<file path="config.mk">
export PLATFORM = sky130hd
export DESIGN_NAME = alu_writeback
export DESIGN_NICKNAME = d
export VERILOG_FILES = /design/src/rtl/alu_writeback.sv
export SDC_FILE = /design/constraint.sdc
export NUM_CORES = 1
export LEC_CHECK = 0
export ABC_AREA = 1
export CAP_MARGIN = 5
export CORE_MARGIN = 1.5
export CORE_UTILIZATION = 34
export DETAILED_ROUTE_END_ITERATION = 12
export GPL_TIMING_DRIVEN = 0
export PLACE_DENSITY = 0.55
export SLEW_MARGIN = 15
export SYNTH_ARGS = -nofsm -noshare
export SYNTH_HDL_FRONTEND = slang
export SYNTH_SLANG_ARGS = --single-unit
</file>
<file path="constraint.sdc">
create_clock -name clk -period 2.5 [get_ports clk]
set_input_delay 0.625 -clock clk [delete_from_list [all_inputs] [get_ports clk]]
set_output_delay 0.625 -clock clk [all_outputs]
set_load 0.01 [all_outputs]
</file>
<file path="src/rtl/alu_writeback.sv">
// ---------------------------------------------------------------------------
// alu_writeback
//   Result-consuming end of the ALU. ALU results land in a NREGS x WIDTH
//   register file plus a carry/overflow flags register. A secondary
//   valid/ready bus port (loader/debug) shares the file's single write port.
//   The ALU always wins that port. A bus write that collides with an ALU
//   write is parked in a one-entry pending buffer. It commits on the next
//   cycle that has no ALU write.
//
//   Optional feature macro: ALU_WB_R0_ZERO_EN
//     Defined  : register 0 is hardwired to zero. Writes to index 0 are
//                dropped, and reads of index 0 return 0 with no bypass.
//                ALU flags still update on an ALU write to index 0.
//     Undefined: register 0 is an ordinary register.
//
// Ports
//   clk, rst            : system clock, synchronous active-high reset
//   alu_out_en/alu_out  : ALU result valid / data
//   alu_dst             : ALU destination register index
//   alu_flag_carry/_overflow : flags that come with the ALU result
//   bus_wr_valid/ready  : bus write handshake (accepted when valid && ready)
//   bus_wr_addr/data    : bus write index / data
//   rd_a_addr/rd_a_data : combinational read port A (with bypass)
//   rd_b_addr/rd_b_data : combinational read port B (with bypass)
//   flag_carry/overflow : registered flags of the last ALU writeback
//   pending             : pending buffer occupied
//
// state | meaning
// ------+----------------------------------------------------------
// IDLE  | pending buffer empty, bus write accepted (bus_wr_ready=1)
// HELD  | pending buffer holds a bus write, bus stalled (ready=0)
// ---------------------------------------------------------------------------
module alu_writeback #(
  parameter int NREGS = 16,
  parameter int WIDTH = 16
) (
  input  logic             clk,
  input  logic             rst,
  input  logic             alu_out_en,
  input  logic [WIDTH-1:0] alu_out,
  input  logic [3:0]       alu_dst,
  input  logic             alu_flag_carry,
  input  logic             alu_flag_overflow,
  input  logic             bus_wr_valid,
  output logic             bus_wr_ready,
  input  logic [3:0]       bus_wr_addr,
  input  logic [WIDTH-1:0] bus_wr_data,
  input  logic [3:0]       rd_a_addr,
  output logic [WIDTH-1:0] rd_a_data,
  input  logic [3:0]       rd_b_addr,
  output logic [WIDTH-1:0] rd_b_data,
  output logic             flag_carry,
  output logic             flag_overflow,
  output logic             pending
);

  typedef enum logic {
    IDLE = 1'b0,
    HELD = 1'b1
  } state_t;

  state_t state, state_nxt;

  logic [WIDTH-1:0] regs [NREGS];
  logic [3:0]       p_addr;
  logic [WIDTH-1:0] p_data;

  logic             bus_accept;
  logic             capture;
  logic             wr_en_raw;
  logic             wr_en;
  logic [3:0]       wr_addr;
  logic [WIDTH-1:0] wr_data;

  // bus_wr_ready comes from state alone, so the accept term never loops
  // back through the ready output.
  assign bus_accept = bus_wr_valid && (state == IDLE);
  assign capture    = bus_accept && alu_out_en;

  // ---------------- state register ----------------
  always_ff @(posedge clk) begin
    if (rst) begin
      state <= IDLE;
    end else begin
      state <= state_nxt;
    end
  end

  // ---------------- next-state logic ----------------
  always_comb begin
    state_nxt = state;
    case (state)
      IDLE: if (capture) state_nxt = HELD;
      HELD: if (!alu_out_en) state_nxt = IDLE;
      default: state_nxt = IDLE;
    endcase
  end

  // ---------------- state-decoded outputs ----------------
  always_comb begin
    bus_wr_ready = 1'b0;
    pending      = 1'b0;
    case (state)
      IDLE: bus_wr_ready = 1'b1;
      HELD: pending      = 1'b1;
      default: bus_wr_ready = 1'b0;
    endcase
  end

  // ---------------- write-port arbitration ----------------
  // At most one writer per cycle: ALU, then the held write, then the bus.
  always_comb begin
    wr_en_raw = 1'b0;
    wr_addr   = '0;
    wr_data   = '0;
    if (alu_out_en) begin
      wr_en_raw = 1'b1;
      wr_addr   = alu_dst;
      wr_data   = alu_out;
    end else if (state == HELD) begin
      wr_en_raw = 1'b1;
      wr_addr   = p_addr;
      wr_data   = p_data;
    end else if (bus_accept) begin
      wr_en_raw = 1'b1;
      wr_addr   = bus_wr_addr;
      wr_data   = bus_wr_data;
    end
  end

`ifdef ALU_WB_R0_ZERO_EN
  assign wr_en = wr_en_raw && (wr_addr != 4'd0);
`else
  assign wr_en = wr_en_raw;
`endif

  // ---------------- register file, flags, pending buffer ----------------
  always_ff @(posedge clk) begin
    if (rst) begin
      for (int i = 0; i < NREGS; i++) begin
        regs[i] <= '0;
      end
      flag_carry    <= 1'b0;
      flag_overflow <= 1'b0;
      p_addr        <= '0;
      p_data        <= '0;
    end else begin
      if (wr_en) begin
        regs[wr_addr] <= wr_data;
      end
      if (alu_out_en) begin
        flag_carry    <= alu_flag_carry;
        flag_overflow <= alu_flag_overflow;
      end
      if (capture) begin
        p_addr <= bus_wr_addr;
        p_data <= bus_wr_data;
      end
    end
  end

  // ---------------- read ports ----------------
  // Bypass order: this cycle's ALU result, then the held bus write, then
  // the array. A bus write that has not been accepted yet is never visible.
  always_comb begin
    rd_a_data = regs[rd_a_addr];
    if ((state == HELD) && (p_addr == rd_a_addr)) rd_a_data = p_data;
    if (alu_out_en && (alu_dst == rd_a_addr))     rd_a_data = alu_out;
`ifdef ALU_WB_R0_ZERO_EN
    if (rd_a_addr == 4'd0) rd_a_data = '0;
`endif
  end

  always_comb begin
    rd_b_data = regs[rd_b_addr];
    if ((state == HELD) && (p_addr == rd_b_addr)) rd_b_data = p_data;
    if (alu_out_en && (alu_dst == rd_b_addr))     rd_b_data = alu_out;
`ifdef ALU_WB_R0_ZERO_EN
    if (rd_b_addr == 4'd0) rd_b_data = '0;
`endif
  end

endmodule

</file>
==> impl_metrics.py <==
metrics = {
    "outcome": {
        "run_status": "finished with violations",
        "violations": "negative setup slack",
    },
    "worst_setup_path": {
        "cp.arrival_ps": 2140,
        "slowest_delay_ps": 210,
        "worst_r2r_endpoint": "regs[15][0]",
        "crit_path_start_kind": "input port",
        "r2r-start": "state",
        "path_cells": "buf_6 > inv_8 > clkbuf_16 > clkbuf_16 > nand2_1 > nand3_1 > nand3_2 > nand3_4 > nand3_4 > nand2_1 > nand2_1 > buf_2",
        "cpMostUsedCell": "nand2_1",
        "cp_max_fo": 10,
        "reg2reg_slack_ps": 80,
        "end_kind": "output pin",
        "crit_slowest_cell": "clkbuf_16",
        "crit_type": "in2out",
        "critPathRequiredTime_ps": 1880,
        "r2r_cells": 11,
    },
    "layout": {
        "nFillCells": 5017,
        "final_cell_area_sq_mm": 0.0238,
        "fin_nets": 2608,
        "utilization": 0.463,
        "areaGrowthSynthToFinish_pct": 34.8,
        "drive_above_1_share": 0.274,
    },
    "worst_hold_path": {
        "min_path_type": "in2reg",
        "hold_path_depth": 3,
        "min_from": "alu_out_en",
        "worstHoldEndpoint": "p_addr[1]",
    },
    "drt": {
        "drt-initial-drc-count": 2209,
        "wl_per_cell_microns": 24.1,
        "drt_wl_total_mm": 78.7,
        "firstDrtPassIters": 7,
        "vias_per_cell": 5.47,
        "via_count": 17900,
        "ant_nets": 0,
        "drc": 0,
    },
    "die": {
        "start_util": 0.344,
        "core_sq_mm": 0.0513,
        "ios": 90,
        "die_x_microns": 231,
        "dieHeight_microns": 231,
        "num_rows": 83,
        "die-area_sq_mm": 0.0532,
    },
    "timing": {
        "hold_violations": 0,
        "setup_violations": 32,
        "finalCriticalPeriod_ps": 2770,
        "report.final.slew_viol_count": 0,
        "period_share": 1.11,
        "clock-skew-final_ps": 24.8,
        "rsz0062_at_grt": "yes",
        "tns_ps": -5760,
        "max-slew-margin-rel": 0.401,
        "worst_hold_slack_ps": 392,
        "worst_pin_slew_ps": 899,
        "setup_slack_ps": -269,
        "max_freq_mhz": 361,
    },
    "clocking": {
        "cts_sinks": 279,
        "clockBufferDepth": 3,
        "root_buffer": "clkbuf_16",
        "insertion_delay_ps": 550,
        "clk_pin_slew_worst_paths_ps": 60,
        "cts_buffers": 35,
        "tritoncts": "done",
        "h-tree-depth": 2,
    },
    "grt": {
        "gr-usage-all-layers": 0.289,
        "grt_pass1_vias": 17300,
        "antenna_found_initial": 3,
        "grt_pass1_wl_mm": 111,
        "grt_start_max_net_pins": 17,
        "grt_overflow": 0,
    },
    "placed_design": {
        "placed_area_sq_mm": 0.0193,
        "gp_congestion": 1.05,
        "place.detailed.hpwl_mm": 56.5,
        "io_buffers": 85,
    },
    "synth": {
        "synthFlopType": "edfxtp_1",
        "synth-edff-count": 256,
        "synth_nets": 2429,
        "yosys_register_bits": 279,
        "synth_area_sq_mm": 0.0176,
        "synthCells": 2375,
        "async_reset_ff_frac": 0,
        "yosysWarningCount": 0,
        "post_synth_num_cell_types": 32,
        "avgSynthCellArea_sq_um": 7.43,
        "synth-seq-area-share": 0.462,
    },
    "power_and_ir_drop": {
        "switching_share": 0.317,
        "p_int_mw": 9.35,
        "max-vdd-ir-drop_mv": 0.541,
        "combPwrFrac": 0.231,
        "p_seq_frac": 0.397,
        "powerDensity_mw_per_mm2": 575,
        "switchingPower_mw": 4.33,
        "clkPwrFrac": 0.373,
        "leakage_nw": 10.7,
        "p_total_mw": 13.7,
    },
    "flow_run": {
        "cap_violations": 0,
    },
}
-- Yosys cell counts, types with 23 or more instances --
| master | count | share of area |
|---|---|---|
| nor2_2 | 102 | 0.036 |
| dfxtp_1 | 23 | 0.026 |
| o21ai_0 | 25 | 0.0071 |
| edfxtp_1 | 256 | 0.44 |
| nand2_1 | 696 | 0.15 |
| a21oi_1 | 27 | 0.0077 |
| nor2_1 | 198 | 0.042 |
| nand3_1 | 517 | 0.15 |
| inv_1 | 301 | 0.064 |
| buf_2 | 60 | 0.017 |
| buf_1 | 23 | 0.0049 |
| clkbuf_1 | 49 | 0.010 |
-- critical path, delay by kind of cell --
| family | cells | cell delay, ps |
|---|---|---|
| buffers and inverters | 5 | 780 |
| and+or+nand+nor | 7 | 720 |
-- final cells by class --
class | count | area (sq um) | share of cell area
repair buffers | 144 | 1490 | 0.0625
clock buffers | 45 | 966 | 0.0406
diodes | 2 | 5.00 | 0.000211
flip-flops and latches | 279 | 8170 | 0.344
multi-input cells | 1623 | 8970 | 0.377
inverters | 309 | 1230 | 0.0519
well taps | 680 | 851 | 0.0358
clock inverters | 19 | 159 | 0.00669
plain buffers | 162 | 1930 | 0.0814
-- kinds of logic (layout without fill, tap and decap cells) --
kind of cell    Yosys count  count (layout)  synth area share
other cells               0               2                 0
xor+xnor                  4               4           0.00199
simple gates           1543            1543             0.392
compound gates           76              76            0.0272
flops                   279             279             0.462
buf+inv                 473             679             0.117
-- power groups by stage --
stage | Combinational, mW | Sequential (mW) | Clock (mW)
2_1_floorplan | 1.38 | 5.49 | 0
3_3_place_gp | 2.44 | 5.52 | 0
3_5_place_dp | 2.47 | 5.52 | 0
4_1_cts | 2.90 | 5.42 | 5.13
5_1_grt | 3.31 | 5.45 | 5.30
6_report | 3.15 | 5.43 | 5.10
-- worst max path at each step --
stage                       from  slack, ps  cells past startpoint       endpoint
finish              rd_b_addr[0]       -270                     12   rd_b_data[4]
CTS                    p_addr[1]       -260                     11  rd_b_data[10]
global route        rd_b_addr[0]       -290                     12   rd_b_data[4]
floorplan             alu_out_en         90                      8     regs[4][0]
detailed placement  rd_b_addr[0]      -2440                     12  rd_b_data[10]
global placement    rd_b_addr[0]      -2420                     12  rd_b_data[10]
-- cell usage in the layout, fill, tap and decap left out, drive strengths merged, types with 3 or more instances in the layout --
cell and n:
a21oi 28, buf 204, bufinv 3, clkbuf 101
clkdlybuf4s50 44, clkinv 15, clkinvlp 4, dfxtp 23
edfxtp 256, inv 306, nand2 717, nand3 517
nor2 306, o21ai 45, xnor2 4
-- layer usage --
metal	track usage	part of all wire	wire length [microns]
met5	0	0	0
met4	0.165	0.063	4970
met3	0.0573	0.095	7440
met2	0.461	0.45	35800
met1	0.366	0.39	30500
-- sequential cells by signal, indices dropped and copies added (netlist names) --
register       flops
p_addr             4
flag_overflow      1
regs             256
state              1
flag_carry         1
p_data            16
-- metrics by stage --
stage | std cells | setup slack, ps
after detailed placement | 3140 | -2440
after CTS | 3256 | -258
final | 3263 | -269
after global routing | 3262 | -290
after global placement | 3140 | -2420
after floorplan | 2375 | 85.2
-- what timing repair did --
item,in CTS,in global routing
resized for setup,724,169
pin swaps,78,54
hold buffers,0,0
buffers inserted,43,9
setup endpoints to repair,324,241
cloned,9,3
(Power assumes the default switching activity.)
